**src/rtl/sprite_blitter.sv**
```systemverilog
// Sprite blitter: copies one SPR_W x SPR_H palette-index sprite from ROM into the
// frame buffer at (pos_x, pos_y), with horizontal mirroring, colour-key skip and clipping.
module sprite_blitter #(
  parameter int SPR_W  = 64,
  parameter int SPR_H  = 64,
  parameter int FB_W   = 320,
  parameter int FB_H   = 240,
  parameter int IDX_W  = 4,
  parameter int TRANSP = 0
) (
  input  logic                               vga_clk,
  input  logic                               reset_n,
  input  logic                               start,
  input  logic [9:0]                         pos_x,
  input  logic [9:0]                         pos_y,
  input  logic                               flip_x,
  output logic                               busy,
  output logic                               done,
  output logic [$clog2(SPR_W*SPR_H)-1:0]     rom_address,
  input  logic [IDX_W-1:0]                   rom_q,
  output logic                               fb_we,
  output logic [16:0]                        fb_addr,
  output logic [IDX_W-1:0]                   fb_data
);

  localparam int SX_W = $clog2(SPR_W);
  localparam int SY_W = $clog2(SPR_H);

  localparam logic [SX_W-1:0]  SX_MAX   = '1;
  localparam logic [SY_W-1:0]  SY_MAX   = '1;
  localparam logic [10:0]      FB_W11   = 11'(FB_W);
  localparam logic [10:0]      FB_H11   = 11'(FB_H);
  localparam logic [16:0]      FB_W17   = 17'(FB_W);
  localparam logic [IDX_W-1:0] TRANSP_I = IDX_W'(TRANSP);

  typedef enum logic [1:0] {
    IDLE  = 2'd0,
    RUN   = 2'd1,
    DRAIN = 2'd2,
    DONE  = 2'd3
  } state_t;

  state_t          state;
  logic [SX_W-1:0] sx;
  logic [SY_W-1:0] sy;
  logic [9:0]      pos_x_q;
  logic [9:0]      pos_y_q;
  logic            flip_q;

  logic            p_valid;
  logic            p_in_range;
  logic [16:0]     addr_q;

  logic [10:0]     dx;
  logic [10:0]     dy;
  logic [16:0]     addr_next;

  // SPR_W is a power of two, so SPR_W-1-sx is simply the bitwise complement of sx.
  assign rom_address = {sy, (flip_q ? ~sx : sx)};

  assign dx        = {1'b0, pos_x_q} + 11'(sx);
  assign dy        = {1'b0, pos_y_q} + 11'(sy);
  assign addr_next = 17'(dy) * FB_W17 + 17'(dx);

  // The ROM answers one cycle after the address, i.e. in the same cycle as the
  // registered pipeline stage, so the key test and data pass straight from rom_q.
  assign fb_we   = p_valid & p_in_range & (rom_q != TRANSP_I);
  assign fb_data = p_valid ? rom_q : '0;
  assign fb_addr = addr_q;

  always_ff @(posedge vga_clk or negedge reset_n) begin
    if (!reset_n) begin
      state      <= IDLE;
      sx         <= '0;
      sy         <= '0;
      pos_x_q    <= '0;
      pos_y_q    <= '0;
      flip_q     <= 1'b0;
      busy       <= 1'b0;
      done       <= 1'b0;
      p_valid    <= 1'b0;
      p_in_range <= 1'b0;
      addr_q     <= '0;
    end else begin
      p_valid    <= (state == RUN);
      p_in_range <= (dx < FB_W11) && (dy < FB_H11);
      addr_q     <= addr_next;

      case (state)
        IDLE: begin
          done <= 1'b0;
          if (start) begin
            pos_x_q <= pos_x;
            pos_y_q <= pos_y;
            flip_q  <= flip_x;
            sx      <= '0;
            sy      <= '0;
            busy    <= 1'b1;
            state   <= RUN;
          end
        end
        RUN: begin
          sx <= sx + 1'b1;
          if (sx == SX_MAX) begin
            sy <= sy + 1'b1;
            if (sy == SY_MAX) begin
              state <= DRAIN;
            end
          end
        end
        DRAIN: begin
          busy  <= 1'b0;
          done  <= 1'b1;
          state <= DONE;
        end
        DONE: begin
          done  <= 1'b0;
          state <= IDLE;
        end
        default: begin
          busy  <= 1'b0;
          done  <= 1'b0;
          state <= IDLE;
        end
      endcase
    end
  end

endmodule
```
**config.mk**
```make
export PLATFORM = sky130hd
export DESIGN_NAME = sprite_blitter
export DESIGN_NICKNAME = d
export VERILOG_FILES = /design/src/rtl/sprite_blitter.sv
export SDC_FILE = /design/constraint.sdc
export NUM_CORES = 1
export LEC_CHECK = 0
export ABC_AREA = 1
export CAP_MARGIN = 15
export CORE_MARGIN = 2
export CORE_UTILIZATION = 50
export DETAILED_ROUTE_END_ITERATION = 7
export GPL_TIMING_DRIVEN = 0
export PLACE_DENSITY_LB_ADDON = 0.15
export SETUP_SLACK_MARGIN = 0.05
export SYNTH_ARGS = -nofsm -noshare
export SYNTH_HDL_FRONTEND = slang
export SYNTH_SLANG_ARGS = --single-unit
```
**constraint.sdc**
```tcl
create_clock -name vga_clk -period 5.6 [get_ports vga_clk]
set_input_delay 1.12 -clock vga_clk [delete_from_list [all_inputs] [get_ports vga_clk]]
set_output_delay 1.12 -clock vga_clk [all_outputs]
set_load 0.01 [all_outputs]
```
==> results of run 1 <==
## registers in the layout, indices dropped and copies added (netlist names)
register,flops
busy,1
p_valid,1
flip_q,1
p_in_range,1
done,1
fb_addr,17
sx,6
pos_y_q,10
pos_x_q,10
sy,6
state,2
## worst max path at each step
stage,slack (ns),to,start
3_3_place_gp,1.64,pos_x_q[6]$_DFFE_PN0P_,reset_n
3_5_place_dp,1.80,fb_addr[15]$_DFF_PN0_,sy[0]$_DFFE_PN0P_
2_1_floorplan,2.09,fb_addr[15]$_DFF_PN0_,sy[0]$_DFFE_PN0P_
5_1_grt,1.45,fb_addr[15]$_DFF_PN0_,sy[0]$_DFFE_PN0P_
4_1_cts,1.75,fb_addr[15]$_DFF_PN0_,sy[0]$_DFFE_PN0P_
6_report,1.79,fb_addr[15]$_DFF_PN0_,sy[0]$_DFFE_PN0P_
## worst min-delay path, stage by stage, from the launching register on
cell,delay (ns)
dfrtp_1,0.36
nand2_1,0.05
o21ai_0,0.06
## area by class of cell
class / instances / area (µm²) / share of cell area
clock inverter: 3 / 33.78 / 0.007124
multi-input combinational: 350 / 2133 / 0.4499
timing repair buffer: 64 / 645.6 / 0.1361
buffer: 7 / 31.28 / 0.006596
clock buffer: 5 / 68.82 / 0.01451
sequential: 56 / 1401 / 0.2955
tap: 102 / 127.6 / 0.02691
inverter: 80 / 300.3 / 0.06332
## layer usage
layer,vias up,routed length (µm)
met3,14,256
met1,1507,3608
li1,1709,-
met4,0,157
met2,67,4174
met5,-,0
## cell families (layout without fill, tap and decap cells)
kind of cell	after synthesis	after routing	share of synthesized area
and+or+nand+nor	229	229	0.2693
adders and majority gates	40	40	0.1372
buffers and inverters	87	159	0.08576
xor gates and xnor gates	29	29	0.06958
AOI/OAI and AO/OA	52	52	0.07573
DFF	56	56	0.3625
## power by group through the flow
stage,registers (µW),logic (µW),clock network [µW]
6_report,404,33.3,240
5_1_grt,404,36.7,267
4_1_cts,404,34.3,248
3_5_place_dp,412,34.3,0
3_3_place_gp,412,32.4,0
2_1_floorplan,412,2.14,0
## stage by stage
stage                     area, µm²  std cells  utilization  power [µW]  setup slack, ns
after floorplan                3866        493            -       414.3            2.094
after CTS                      4742        667       0.6234       686.9            1.748
after detailed placement       4639        659       0.6099       446.3            1.799
after global placement         4624        658       0.6079       444.5            1.642
final                          4742        667       0.6234       677.6            1.787
after global routing           4742        667       0.6234       708.0            1.452
## layout by cell type (no fill, tap or decap), types with 10 or more instances in the layout
master and n:
nand2_1 136, inv_1 78, clkdlybuf4s50_1 62, dfrtp_1 56, ha_1 36, nand3_1 33
a21oi_1 22, nor2_1 19, o21ai_0 18, xor2_1 17, nand2_2 11, xnor2_1 10
==> impl_metrics.csv, run 1 <==
group,metric,value,unit
clock_tree,numCtsBuffers,5,
detailed_routing,first_iter_violations,119,
sta,final-setup-viol-count,0,
clock_tree,post-cts-setup-buffers,0,
clock_tree,ctsResizeCount,0,
worst_setup_path,critPathTopFamily,"adder cells",
final_layout,nNetsFinal,632,
worst_setup_path,worst-path-buf-inv,7,
logic_synthesis,synth_top_area_share,0.3625,
clock_tree,htreeDepth,2,
logic_synthesis,ys_top_cells_by_area,"dfrtp_1 (36%), nand2_1 (13%), ha_1 (12%), inv_1 (7.6%), nand3_1 (4.3%)",
flow_run,drv_cap,0,
hold_path,min_path_type,"reg2reg",
detailed_routing,drt_pass1_iterations,4,
hold_path,min_from,"done$_DFFE_PN0P_",
worst_setup_path,max_stage_delay,0.54,ns
hold_path,min_path_cells,2,
pwr,powerDensity,142.9,nW/µm²
global_routing,use_met1,0.2541,
hold_path,hold_path_end,"done$_DFFE_PN0P_",
worst_setup_path,rrSetupSlack,1.79,ns
placed_design,io_buffers,63,
sta,holdWs,0.4913,ns
sta,final_hold_viol_count,0,
pwr,switching_share,0.2340,
global_routing,grt_pass1_wl,14110,µm
die,io_pins,64,
global_routing,track_usage,0.2067,
worst_setup_path,crit_chain,"ha_1, inv_1, fa_1, inv_1, nand2_1, nand2_1, nand2_1, xor2_1, inv_1, ha_1, inv_1, fa_1, inv_1, ha_1, nand2_1, inv_1, nand4_1, nand3_1, inv_1, nor2_2, nand3_1, xnor2_1",
placed_design,dpl.hpwl,6566,µm
sta,fmax,262.3,MHz
pwr,peakVddDrop,102.6,µV
clock_tree,clk_pin_slew,0.10,ns
final_layout,syn_to_final_growth,22.65,%
logic_synthesis,synth_top_flop_cell,"dfrtp_1",
sta,fin_tns_setup,0,ns
worst_setup_path,r2r_end,"fb_addr[15]$_DFF_PN0_",
die,start_util,0.5082,
detailed_routing,num_vias,3297,
detailed_routing,ant_nets,0,
global_routing,grt.overflow.total,0,
placed_design,finalWeightedCongestion,0.9048,
sta,slew_headroom,0.6535,
detailed_routing,via_per_inst,4.943,
sta,worst_pin_slew,0.5197,ns
logic_synthesis,syn_inst,493,
sta,period_minus_slack,3.813,ns
worst_setup_path,worst_setup_path_end_kind,"flip-flop",
clock_tree,clock-sinks,56,
clock_tree,clk_latency,0.32,ns
clock_tree,clockBufferDepth,2,
worst_setup_path,critPathArrivalTime,4.02,ns
pwr,clock_power_share,0.354,
detailed_routing,routedWlPerCell,12.29,µm
logic_synthesis,synthArstFlopShare,1.000,
logic_synthesis,synth_edf_count,0,
worst_setup_path,startpoint_type,"flip-flop",
global_routing,busiest_layer,"met2",
logic_synthesis,synth.avg_cell_area,7.842,µm²
worst_setup_path,timing.critical_path.depth,22,
global_routing,grt_max_degree,39,
detailed_routing,totalWireLength,8196,µm
logic_synthesis,yosysTopAreaCell,"dfrtp_1",
sta,timing.final.crit_share,0.6809,
clock_tree,postCtsHoldBufs,0,
worst_setup_path,worst-r2r-cell-count,22,
sta,skew,0.01701,ns
die,die_y,91.94,µm
worst_setup_path,r2r-start,"sy[0]$_DFFE_PN0P_",
worst_setup_path,crit_type,"reg2reg",
pwr,power_leakage,0.002483,µW
die,dieArea,8452,µm²
logic_synthesis,syn_area,3866,µm²
outcome,status,"completed",
sta,maxSlewViolCount,0,
sta,rsz0062_at_grt,"no",
global_routing,grtUsageMet2,0.3725,
logic_synthesis,synth.most_common_cell,"nand2_1",
final_layout,fillerInstances,657,
pwr,p_int,519.0,µW
global_routing,antenna_found_initial,0,
worst_setup_path,slowest_stage,"fa_1",
pwr,p_sw,158.6,µW
logic_synthesis,ys_ff_latch,56,
worst_setup_path,cp_max_fo,4,
worst_setup_path,worstPathRequired,5.81,ns
die,die_w,91.94,µm
die,coreArea,7607,µm²
die,rows,32,
logic_synthesis,yosysSeqAreaShare,0.3625,
clock_tree,cts_root_buf,"clkbuf_8",
final_layout,antenna_cells,0,
pwr,p_comb_frac,0.049,
logic_synthesis,synthTopCellsByCount,"nand2_1 (136), inv_1 (78), dfrtp_1 (56)",
worst_setup_path,critPathMostFrequentCell,"inv_1",
final_layout,drive_gt1_frac,0.07434,
detailed_routing,drc,0,
global_routing,grt_pass1_vias,3195,
clock_tree,cts_tree,"built",
logic_synthesis,synth_nets,561,
global_routing,grt_use_met3,0.02794,
logic_synthesis,ys_warn_count,0,
logic_synthesis,ys_types,37,
pwr,seqPwrFrac,0.596,
Power figures use the tool's default switching activity.
==> inputs of run 2 (changes only) <==
- CORE_UTILIZATION: 50 -> 49
- clock period: 5.6 -> 3.5 ns (I/O delays scaled with it)
==> run 2 against run 1 <==
Effect of this change: routed wire length up 8.6%; power grew 69%; maximum frequency up 11%; global-route usage increased by 1.1 points; critical path type unchanged; highest routed layer unchanged.
==> impl_metrics.csv, run 2 (synthesis results as in run 1) <==
group,metric,value,unit
final_layout,layout_common_cells,"nand2_1 (128), inv_1 (71), clkdlybuf4s50_1 (62)",
placed_design,io_buffers,63,
worst_setup_path,critPathMostFrequentCell,"inv_2",
global_routing,grt_pass1_wl,15000,µm
pwr,powerDensity,228.7,nW/µm²
sta,fmax,291.7,MHz
detailed_routing,routedWlPerCell,13.07,µm
sta,holdWs,0.2933,ns
global_routing,antenna_found_initial,0,
flow_run,drv_cap,0,
worst_setup_path,worst_setup_path_end_kind,"flip-flop",
sta,maxSlewViolCount,0,
clock_tree,numCtsBuffers,5,
die,start_util,0.5029,
final_layout,fin_util,0.6506,
detailed_routing,first_iter_violations,126,
worst_setup_path,crit_chain,"ha_2, inv_2, fa_2, inv_2, nand2_2, nand2_2, nand2_2, xor2_2, inv_2, ha_4, inv_2, fa_1, inv_2, ha_4, nand2_2, inv_2, nand4_1, nand3_2, inv_2, nor2_2, nand3_1, xnor2_1",
clock_tree,cts_tree,"built",
sta,timing.final.crit_share,0.9795,
final_layout,antenna_cells,0,
placed_design,finalWeightedCongestion,0.8453,
global_routing,track_usage,0.2175,
clock_tree,postCtsHoldBufs,0,
clock_tree,clockBufferDepth,2,
outcome,status,"completed",
clock_tree,clock-sinks,56,
detailed_routing,num_vias,3403,
global_routing,use_met1,0.2900,
detailed_routing,drc,0,
die,io_pins,64,
worst_setup_path,worstPathRequired,3.71,ns
worst_setup_path,critPathArrivalTime,3.64,ns
worst_setup_path,critPathTopFamily,"adder cells",
sta,rsz0062_at_grt,"yes",
worst_setup_path,startpoint_type,"flip-flop",
pwr,power_leakage,0.002569,µW
worst_setup_path,slowest_stage,"fa_1",
global_routing,grtUsageMet2,0.3720,
final_layout,largest_reg_flops,17,
sta,period_minus_slack,3.428,ns
final_layout,final_common_cell,"nand2_1",
placed_design,dpl.hpwl,6601,µm
sta,skew,0.008185,ns
die,die_w,92.83,µm
final_layout,syn_to_final_growth,29.35,%
final_layout,seq_area,1403,µm²
die,dieArea,8616,µm²
final_layout,multi_input_area,2277,µm²
global_routing,grt.overflow.total,0,
hold_path,min_path_type,"in2async",
sta,worst_pin_slew,0.5810,ns
die,rows,32,
clock_tree,cts_root_buf,"clkbuf_8",
worst_setup_path,max_stage_delay,0.51,ns
worst_setup_path,worst-path-buf-inv,7,
detailed_routing,totalWireLength,8904,µm
detailed_routing,ant_nets,0,
die,die_y,92.83,µm
global_routing,grt_max_degree,40,
pwr,peakVddDrop,150.4,µV
die,coreArea,7687,µm²
global_routing,busiest_layer,"met2",
sta,final_hold_viol_count,0,
clock_tree,clk_latency,0.32,ns
detailed_routing,via_per_inst,4.997,
sta,slew_headroom,0.6127,
clock_tree,clk_pin_slew,0.11,ns
worst_setup_path,cp_max_fo,4,
global_routing,grt_use_met3,0.02848,
final_layout,fillerInstances,659,
final_layout,drive_gt1_frac,0.1503,
detailed_routing,drt_pass1_iterations,4,
global_routing,grt_pass1_vias,3352,
final_layout,nNetsFinal,646,
sta,final-setup-viol-count,0,
worst_setup_path,crit_type,"reg2reg",
clock_tree,htreeDepth,2,
-- run 2: changes by cell type in the layout (fill, tap and decap cells not counted), moves of 2 or more --
cell / before / now
xnor2_2: 0 / 2
xor2_1: 17 / 15
nand3_2: 4 / 6
inv_1: 78 / 71
ha_4: 0 / 5
nand2_2: 11 / 19
buf_4: 1 / 15
ha_2: 0 / 3
inv_2: 2 / 9
xnor2_1: 10 / 8
nand2_1: 136 / 128
nand3_1: 33 / 31
xor2_2: 2 / 4
ha_1: 36 / 28
-- run 2: power breakdown --
group,internal [µW],leakage [µW],switching [µW]
sequential,647,0.000684,0
combinational,32.8,0.00183,21.7
clock,217,0.0000558,226
-- run 2: metal layers --
metal  vias to the layer above  wire length [µm]
met3                         8               374
met5                         -                 0
li1                       1736                 -
met2                        73              4393
met1                      1586              4052
met4                         0                82
-- run 2: worst paths after layout --
| check | startpoint | endpoint | slack, ns | cells past startpoint |
|---|---|---|---|---|
| worst min-delay path | reset_n | fb_addr[4]$_DFF_PN0_ | 0.29 | 1 |
| min in group vga_clk | pos_x_q[3]$_DFFE_PN0P_ | pos_x_q[3]$_DFFE_PN0P_ | 0.50 | 2 |
| max in group asynchronous | reset_n | sy[2]$_DFFE_PN0P_ | 2.65 | 2 |
| worst max-delay path | sy[0]$_DFFE_PN0P_ | fb_addr[15]$_DFF_PN0_ | 0.07 | 22 |
| worst min register to register | pos_x_q[3]$_DFFE_PN0P_ | pos_x_q[3]$_DFFE_PN0P_ | 0.50 | 2 |
| worst max register to register | sy[0]$_DFFE_PN0P_ | fb_addr[15]$_DFF_PN0_ | 0.07 | 22 |
-- run 2: timing repair --
| item | in CTS | in global routing |
|---|---|---|
| setup buffers | 10 | 4 |
| setup endpoints to repair | 4 | 4 |
| resized for setup | 12 | 19 |
| pin swaps | 9 | 16 |
-- run 2: per-stage QoR --
| step | area, µm² | worst slack [ns] | std cells | TNS [ns] | total power, µW |
|---|---|---|---|---|---|
| floorplan | 3884 | 0.07072 | 493 | 0 | 662.9 |
| global placement | 4642 | -0.1255 | 658 | -0.3927 | 712.4 |
| detailed placement | 4657 | -0.1864 | 659 | -0.3264 | 715.0 |
| CTS | 4893 | 0.05066 | 677 | 0 | 1160 |
| finish | 5001 | 0.07168 | 681 | 0 | 1144 |
| global route | 5001 | -0.1698 | 681 | -0.3596 | 1187 |
-- run 2: final cells by class --
class | count | area share
plain buffers | 7 | 0.006255
clock buffers | 6 | 0.01451
clock inverters | 2 | 0.007756
inverters | 80 | 0.06004
multi-input cells | 350 | 0.4553
flip-flops and latches | 56 | 0.2805
well taps | 102 | 0.02552
repair buffers | 78 | 0.1501
